## config.mk

```make
export PLATFORM = sky130hd
export DESIGN_NAME = systolic_ctrl
export DESIGN_NICKNAME = d
export VERILOG_FILES = /design/src/rtl/systolic_ctrl.sv
export SDC_FILE = /design/constraint.sdc
export NUM_CORES = 1
export LEC_CHECK = 0
export ABC_AREA = 1
export CORE_ASPECT_RATIO = 0.6
export CORE_MARGIN = 10
export CORE_UTILIZATION = 48
export DETAILED_ROUTE_END_ITERATION = 6
export GPL_TIMING_DRIVEN = 0
export PLACE_DENSITY = 0.77
export SYNTH_ARGS = -nofsm -noshare
export SYNTH_HDL_FRONTEND = slang
export SYNTH_SLANG_ARGS = --single-unit
```

## constraint.sdc

```tcl
create_clock -name i_clk -period 2 [get_ports i_clk]
set_clock_uncertainty 0.2 [all_clocks]
set_input_delay 0.3 -clock i_clk [delete_from_list [all_inputs] [get_ports i_clk]]
set_output_delay 0.3 -clock i_clk [all_outputs]
set_load 0.01 [all_outputs]
```

## src/rtl/systolic_ctrl.sv

```systemverilog
// systolic_ctrl: sequencer for an NxN output-stationary systolic PE array.
// One pass per start pulse: clear accumulators, stream k_len operand vectors
// through per-lane diagonal skew registers, wait for the wavefront to drain,
// then pulse done.
// Optional feature macro: SYSTOLIC_CTRL_ABORT_EN adds i_abort, which returns
// an active pass (CLEAR/FEED/DRAIN) to IDLE, flushes the skew pipes and
// re-clears the array without issuing done.
module systolic_ctrl #(
  parameter int unsigned N  = 8,
  parameter int unsigned DW = 8,
  parameter int unsigned KW = 8
) (
  input  logic              i_clk,
  input  logic              i_rst,
  input  logic              i_start,
  input  logic [KW-1:0]     i_k_len,
`ifdef SYSTOLIC_CTRL_ABORT_EN
  input  logic              i_abort,
`endif
  output logic              o_busy,
  output logic              o_done,
  output logic              o_pe_clear,
  output logic              o_rd_en,
  output logic [KW-1:0]     o_rd_addr,
  input  logic [N*DW-1:0]   i_a_rd_data,
  input  logic [N*DW-1:0]   i_x_rd_data,
  output logic [N*DW-1:0]   o_row_weights,
  output logic [N*DW-1:0]   o_col_activations
);

  // Drain covers N-1 further PE hops across each dimension plus accumulate.
  localparam int unsigned      DCW        = $clog2(2 * N + 1);
  localparam logic [DCW-1:0]   DRAIN_LAST = DCW'(2 * N - 1);

  typedef enum logic [2:0] {
    S_IDLE  = 3'd0,
    S_CLEAR = 3'd1,
    S_FEED  = 3'd2,
    S_DRAIN = 3'd3,
    S_DONE  = 3'd4
  } state_t;

  state_t           r_state;
  logic [KW-1:0]    r_k_len;
  logic [DCW-1:0]   r_drain_cnt;
  logic             r_vld;
  logic             w_abort_hit;

  // Abort only acts while a pass is actively using the array.
`ifdef SYSTOLIC_CTRL_ABORT_EN
  assign w_abort_hit = i_abort && ((r_state == S_CLEAR) ||
                                   (r_state == S_FEED)  ||
                                   (r_state == S_DRAIN));
`else
  assign w_abort_hit = 1'b0;
`endif

  // Pass sequencer: state plus all registered control outputs.
  always_ff @(posedge i_clk) begin
    if (i_rst) begin
      r_state     <= S_IDLE;
      r_k_len     <= '0;
      r_drain_cnt <= '0;
      o_busy      <= 1'b0;
      o_done      <= 1'b0;
      o_pe_clear  <= 1'b0;
      o_rd_en     <= 1'b0;
      o_rd_addr   <= '0;
    end else if (w_abort_hit) begin
      r_state     <= S_IDLE;
      r_drain_cnt <= '0;
      o_busy      <= 1'b0;
      o_done      <= 1'b0;
      o_pe_clear  <= 1'b1;
      o_rd_en     <= 1'b0;
    end else begin
      o_done     <= 1'b0;
      o_pe_clear <= 1'b0;
      case (r_state)
        S_IDLE: begin
          if (i_start) begin
            r_k_len    <= i_k_len;
            r_state    <= S_CLEAR;
            o_busy     <= 1'b1;
            o_pe_clear <= 1'b1;
          end
        end
        S_CLEAR: begin
          if (r_k_len != '0) begin
            r_state   <= S_FEED;
            o_rd_en   <= 1'b1;
            o_rd_addr <= '0;
          end else begin
            r_state <= S_DONE;
            o_done  <= 1'b1;
          end
        end
        S_FEED: begin
          if (o_rd_addr == (r_k_len - KW'(1))) begin
            r_state     <= S_DRAIN;
            o_rd_en     <= 1'b0;
            r_drain_cnt <= '0;
          end else begin
            o_rd_addr <= o_rd_addr + KW'(1);
          end
        end
        S_DRAIN: begin
          if (r_drain_cnt == DRAIN_LAST) begin
            r_state <= S_DONE;
            o_done  <= 1'b1;
          end else begin
            r_drain_cnt <= r_drain_cnt + DCW'(1);
          end
        end
        S_DONE: begin
          r_state <= S_IDLE;
          o_busy  <= 1'b0;
        end
        default: begin
          r_state <= S_IDLE;
          o_busy  <= 1'b0;
          o_rd_en <= 1'b0;
        end
      endcase
    end
  end

  // Read data is valid the cycle after the read strobe.
  always_ff @(posedge i_clk) begin
    if (i_rst || w_abort_hit) begin
      r_vld <= 1'b0;
    end else begin
      r_vld <= o_rd_en;
    end
  end

  // Per-lane skew: one capture stage plus 'lane' delay stages; invalid
  // data enters as zero so the array sees zero padding around each pass.
  for (genvar gi = 0; gi < int'(N); gi++) begin : g_lane
    logic [DW-1:0] r_a_sr [0:gi];
    logic [DW-1:0] r_x_sr [0:gi];

    // Capture and shift lane gi of both operand streams.
    always_ff @(posedge i_clk) begin
      if (i_rst || w_abort_hit) begin
        for (int d = 0; d <= gi; d++) begin
          r_a_sr[d] <= '0;
          r_x_sr[d] <= '0;
        end
      end else begin
        r_a_sr[0] <= r_vld ? i_a_rd_data[gi*DW +: DW] : '0;
        r_x_sr[0] <= r_vld ? i_x_rd_data[gi*DW +: DW] : '0;
        for (int d = 1; d <= gi; d++) begin
          r_a_sr[d] <= r_a_sr[d-1];
          r_x_sr[d] <= r_x_sr[d-1];
        end
      end
    end

    assign o_row_weights[gi*DW +: DW]     = r_a_sr[gi];
    assign o_col_activations[gi*DW +: DW] = r_x_sr[gi];
  end

endmodule

```

# After elaboration in Yosys (flattened, before gate mapping)
# Memory sizes are Yosys's and may differ from the RTL's.
# Index checks and enable logic that the tools add are counted.
[totals] regBits=29 mem_bits_rw=576 out_inout_bits=140 n_memories=16
[classes] add_sub_neg=3 n_eq_ne=12 n_mux=113 n_bitwise=73 reduce_logical=15
[mem_list] name="g_lane[7].r_a_sr" words=8 word_bits=8 read_ports=8 rd_ports_with_merged_regs=0 wr=8 line_no="140" rtl="logic [DW-1:0] r_a_sr [0:gi];"
[mem_list] name="g_lane[7].r_x_sr" words=8 word_bits=8 read_ports=8 rd_ports_with_merged_regs=0 wr=8 line_no="141" rtl="logic [DW-1:0] r_x_sr [0:gi];"
[mem_list] name="g_lane[6].r_a_sr" words=7 word_bits=8 read_ports=7 rd_ports_with_merged_regs=0 wr=7 line_no="140"
[mem_list] name="g_lane[6].r_x_sr" words=7 word_bits=8 read_ports=7 rd_ports_with_merged_regs=0 wr=7 line_no="141"
[mem_list] name="g_lane[5].r_a_sr" words=6 word_bits=8 read_ports=6 rd_ports_with_merged_regs=0 wr=6 line_no="140"
[mem_list] name="g_lane[5].r_x_sr" words=6 word_bits=8 read_ports=6 rd_ports_with_merged_regs=0 wr=6 line_no="141"
[mem_list] name="+10 memories"
[op_table] cell="two-way mux 8 bit" n=90
[op_table] cell="OR 1 bit" n=70
[op_table] cell="one-hot mux 8 bit (2 select lines)" n=1
[op_table] cell="OR reduction 8 bit" n=2
[op_table] cell="two-way mux 3 bit" n=4
[op_table] cell="inequality test 2 bit, second input constant" n=6
[op_table] cell="one-hot mux 3 bit (4 select lines)" n=1
[op_table] cell="AND reduction 3 bit" n=4
[op_table] cell="two-way mux 1 bit" n=11
[op_table] cell="two-way mux 5 bit" n=2
[op_table] cell="one-hot mux 5 bit (2 select lines)" n=1
[op_table] cell="adder 8 x 1 -> 8 bit, second input constant" n=1
[op_table] cell="equality test 8 bit" n=1
[op_table] cell="nonzero test 8 bit" n=1
[op_table] cell="subtractor 8 x 1 -> 8 bit, second input constant" n=1
[op_table] cell="equality test 3 x 2 -> 1 bit, second input constant" n=2
[op_table] cell="OR reduction 3 bit" n=2
[op_table] cell="adder 5 x 1 -> 5 bit, second input constant" n=1
[op_table] cell="equality test 5 x 4 -> 1 bit, second input constant" n=1
[op_table] cell="one-hot mux 1 bit (2 select lines)" n=2
[op_table] cell="AND reduction 2 bit" n=2
[op_table] cell="nonzero test 2 bit" n=2
[op_table] cell="equality test 3 x 1 -> 1 bit, second input constant" n=1
[op_table] cell="equality test 3 bit, second input constant" n=1
[op_table] cell="4 further kinds" n=6

# Longest topological paths before layout
[logic_depth] ltp_word=4 depth_mapped=14 mapped_depth_nobuf=14

# Least setup slack after synthesis
# OpenSTA, ideal clock, no wires.
[synth_timing] kind="flip-flop to flip-flop" start="register r_k_len[0]" end="register r_state[1]" setup_time_ps=110 arrival_time_ps=1594 required_ps=1690 slack_ps=96 stages_incl_launch_ff=15 path_buffers=1 period_less_slack_ps=1904 path_cell_list="dfxtp_1 -> inv_1 -> ha_1 -> inv_1 -> nand2_1 -> nand3_1 -> nand2_1 -> nand4_1 -> nor2_1 -> nand3_2 -> nand2_4 -> buf_12 -> o211ai_1 -> nand2_1 -> inv_1"
[synth_via] elab_chain_cells=4
[synth_rtl] element="start, declared" line_no="44" rtl="logic [KW-1:0] r_k_len;"
[synth_rtl] element="start signal, assigned" line_no="82" rtl="r_k_len <= i_k_len;"
[synth_rtl] element="subtractor 8 x 1 -> 8 bit" line_no="99" rtl="if (o_rd_addr == (r_k_len - KW'(1))) begin"
[synth_rtl] element="equality test 8 bit" line_no="99"
[synth_rtl] element="inequality test 2 bit (no line)"
[synth_rtl] element="AND reduction 3 bit (no line)"
[synth_rtl] element="end signal, assigned" line_no="94" rtl="r_state <= S_DONE;"
[synth_rtl] element="end signal, assigned" line_no="100" rtl="r_state <= S_DRAIN;"
[synth_rtl] element="end signal, assigned" line_no="109" rtl="r_state <= S_DONE;"
[synth_rtl] element="end, declared" line_no="43" rtl="state_t r_state;"
# Parallel ways exist; a longest one is shown, timed or not.
# A chain may end at the register's enable or synchronous reset.

# Worst setup path after layout
# Ends and elaborated chain as after synthesis.

==> results.json <==
{
  "status": "finished, violations left",
  "violations": "negative setup slack",
  "p_seq_frac": 0.494,
  "synth_area_sq_um": 18400,
  "routed_via_density": 4.01,
  "cp_max_fo": 5,
  "synth_cell_types": 27,
  "antenna_left": 0,
  "power_w": 0.0257,
  "synth_largest_area_cell": "dfxtp_1",
  "drive_above_1_share": 0.0929,
  "p_leak_nw": 10.5,
  "finish.net_count": 2613,
  "ys_seq_area_frac": 0.659,
  "fin_ws_ns": -0.129,
  "num_vias": 12100,
  "h-tree-depth": 2,
  "critPathKind": "flop to flop",
  "p_int_w": 0.0196,
  "cts_tree": "built",
  "combPwrFrac": 0.107,
  "p_sw_frac": 0.237,
  "clockRootBuffer": "clkbuf_16",
  "relSlewSlack": 0.475,
  "track_usage": 0.154,
  "wirelength_mm": 37.0,
  "worstMarginPinSlew_ns": 0.788,
  "cts_sinks": 605,
  "yosysMostFrequentCell": "inv_1",
  "die_h_um": 172,
  "floorplan.initialDensity": 0.487,
  "holdPathStages": 3,
  "syn_inst": 2133,
  "timing.final.crit_share": 1.06,
  "peakVddDrop_mv": 0.692,
  "die-area_sq_um": 46800,
  "grt_setup_unrepaired": "yes",
  "reg2reg_from": "r_k_len[0]$_SDFFE_PP0P_",
  "holdCritStartpoint": "i_x_rd_data[22]",
  "hold_viol_final": 0,
  "cts_buffers": 50,
  "cts_hold_buf": 0,
  "drt_iter0_drc": 574,
  "rows": 55,
  "cp.required_ns": 2.26,
  "clk_latency_ns": 0.57,
  "hold-worst-slack_ns": 0.0450,
  "ys_warn_count": 0,
  "fmax_mhz": 470,
  "synth_seq_cells": 605,
  "hp-class": "primary input to flop",
  "wl_per_cell_um": 12.3,
  "setup_viol": 18,
  "r2r_end": "r_state[1]$_SDFFE_PP0P_",
  "synth.area.top_cells": "dfxtp_1 66%, inv_1 12%, nor2_1 12%",
  "fin_setup_tns_ns": -1.40,
  "die_w_um": 273,
  "synthTopCellsByCount": "610 x inv_1, 609 x nor2_1, 605 x dfxtp_1",
  "port_buffers": 277,
  "numPlacedInstances": 2923,
  "r2r_slack_ns": -0.13,
  "path_clk_slew_ns": 0.07,
  "cts_buffer_depth": 3,
  "drtPass1Iterations": 5,
  "clkPwrFrac": 0.400,
  "p_sw_w": 0.00608,
  "r2r_cells": 15,
  "critPathArrivalTime_ns": 2.39,
  "core_area_sq_um": 37700,
  "crit_path_end_kind": "flop",
  "grt_start_max_net_pins": 17,
  "gp_congestion": 0.849,
  "syn_to_final_growth_pct": 29.3,
  "instances_no_fill": 3022,
  "grt-ovfl-total": 0,
  "drv_cap": 0,
  "n_fill_cell": 3115,
  "critPathLaunch": "r_k_len[0]$_SDFFE_PP0P_",
  "ys.flop_type": "dfxtp_1",
  "whs_endpoint": "g_lane[2].r_x_sr[0][6]$_SDFF_PP0_",
  "drv_slew": 0,
  "grt_pass1_vias": 11700,
  "synthArstFlopShare": 0,
  "grt_pass1_wl_mm": 57.6,
  "setup.worst_path.start_class": "flop",
  "hpwlAfterDp_mm": 26.8,
  "power.density_nw_per_um2": 1080,
  "io_pins": 279,
  "synth_edf_count": 0,
  "final_util": 0.630,
  "synth.top_cell.area_share": 0.659,
  "syn_nets": 2276,
  "avgSynthCellArea_sq_um": 8.62,
  "finalCriticalPeriod_ns": 2.13,
  "drc": 0,
  "antenna_found_initial": 1
}
-- critical path, stage by stage (launching register included) --
cell and delay, ns:
dfxtp_4 0.36, inv_4 0.04, ha_4 0.25, inv_2 0.02, nand2_1 0.05, nand2_1 0.06, nor2_2 0.11, nand4_1 0.11
nor2_1 0.13, nand3_2 0.12, nand2_4 0.12, buf_12 0.12, buf_12 0.10, o211ai_1 0.10, nand2_1 0.09, inv_1 0.04
-- repair_timing --
| item | 4_1_cts | 5_1_grt |
|---|---|---|
| gates resized for setup | 144 | 30 |
| gates cloned | 2 | 0 |
| buffers inserted | 7 | 0 |
| endpoints found under the setup margin | 214 | 46 |
| pin swaps | 16 | 13 |
-- routing by layer --
layer,share of wire,vias to the layer above,track usage
li1,-,6471,-
met1,0.41,5356,0.168
met2,0.51,224,0.278
met3,0.057,72,0.0444
met4,0.029,0,0.0599
met5,0,-,0
-- worst max path at each step --
stage                                              endpoint  slack (ns)  cells after the start
after floorplan                     r_state[1]$_SDFFE_PP0P_         0.1                     14
after global placement    g_lane[6].r_a_sr[0][7]$_SDFF_PP0_       -1.24                      6
after detailed placement  g_lane[4].r_a_sr[0][7]$_SDFF_PP0_       -1.25                      6
after CTS                           r_state[1]$_SDFFE_PP0P_       -0.14                     15
after global routing                r_state[1]$_SDFFE_PP0P_       -0.24                     15
final                               r_state[1]$_SDFFE_PP0P_       -0.13                     15
-- per-stage QoR --
stage,setup slack [ns],area [sq um]
6_report,-0.129,23800
5_1_grt,-0.241,23800
4_1_cts,-0.142,23700
3_5_place_dp,-1.25,21800
3_3_place_gp,-1.24,21800
2_1_floorplan,0.0961,18400
-- power by group through the flow --
stage / logic [W] / clock network, W / registers [W]
floorplan: 0.00139 / 0 / 0.0129
global route: 0.00305 / 0.0110 / 0.0127
finish: 0.00274 / 0.0103 / 0.0127
CTS: 0.00266 / 0.0105 / 0.0127
detailed placement: 0.00229 / 0 / 0.0129
global placement: 0.00222 / 0 / 0.0129
-- cells in the final DEF, fill, tap and decap left out, types with 2 or more instances in the layout --
master,instances
nand3_4,2
clkbuf_1,68
o21ai_1,2
nand2_8,2
dfxtp_2,7
nand4_1,4
inv_1,607
nor3b_1,3
clkbuf_8,11
buf_4,83
a21oi_1,13
bufinv_16,7
inv_2,2
a21oi_2,5
nand2_4,6
nor3_1,3
clkdlybuf4s50_1,182
ha_1,3
clkinv_2,8
clkbuf_2,8
clkbuf_16,51
nor2_1,606
nand2_1,61
dfxtp_1,597
o21ai_0,8
nand3_1,13
nand2_2,6
xor2_1,6
nor2_2,7
nand3_2,10
buf_1,2
buf_12,3
dlygate4sd2_1,94
nor3_4,2
-- cell type report --
cell class                 instances  area [sq um]  share of cell area
clock inverter                    18           293              0.0123
buffer                           149           886              0.0373
sequential                       605         12100               0.510
clock buffer                      72          1470              0.0616
tap                              513           642              0.0270
inverter                         611          2300              0.0966
multi-input combinational        769          3310               0.139
antenna                            1          2.50            0.000105
timing repair buffer             284          2750               0.116
-- cell families (layout without fill, tap and decap cells) --
| family | Yosys count | in the layout | synth area share |
|---|---|---|---|
| buffers and inverters | 760 | 1134 | 0.172 |
| AND/OR/NAND/NOR | 727 | 728 | 0.154 |
| flip-flops | 605 | 605 | 0.659 |
| AO/OA/AOI/OAI | 30 | 30 | 0.00830 |
| XOR/XNOR | 7 | 7 | 0.00334 |
| adder cells (fa/ha/maj) | 4 | 4 | 0.00272 |
| other | 0 | 1 | 0 |
-- registers in the layout (all words and copies together) (netlist names) --
register       count
g_lane.r_a_sr    288
r_k_len            8
r_drain_cnt        5
o_rd_en            1
r_vld              1
o_done             1
o_pe_clear         1
o_busy             1
o_rd_addr          8
r_state            3
g_lane.r_x_sr    288
No activity file was read; power rests on OpenSTA's default activity.
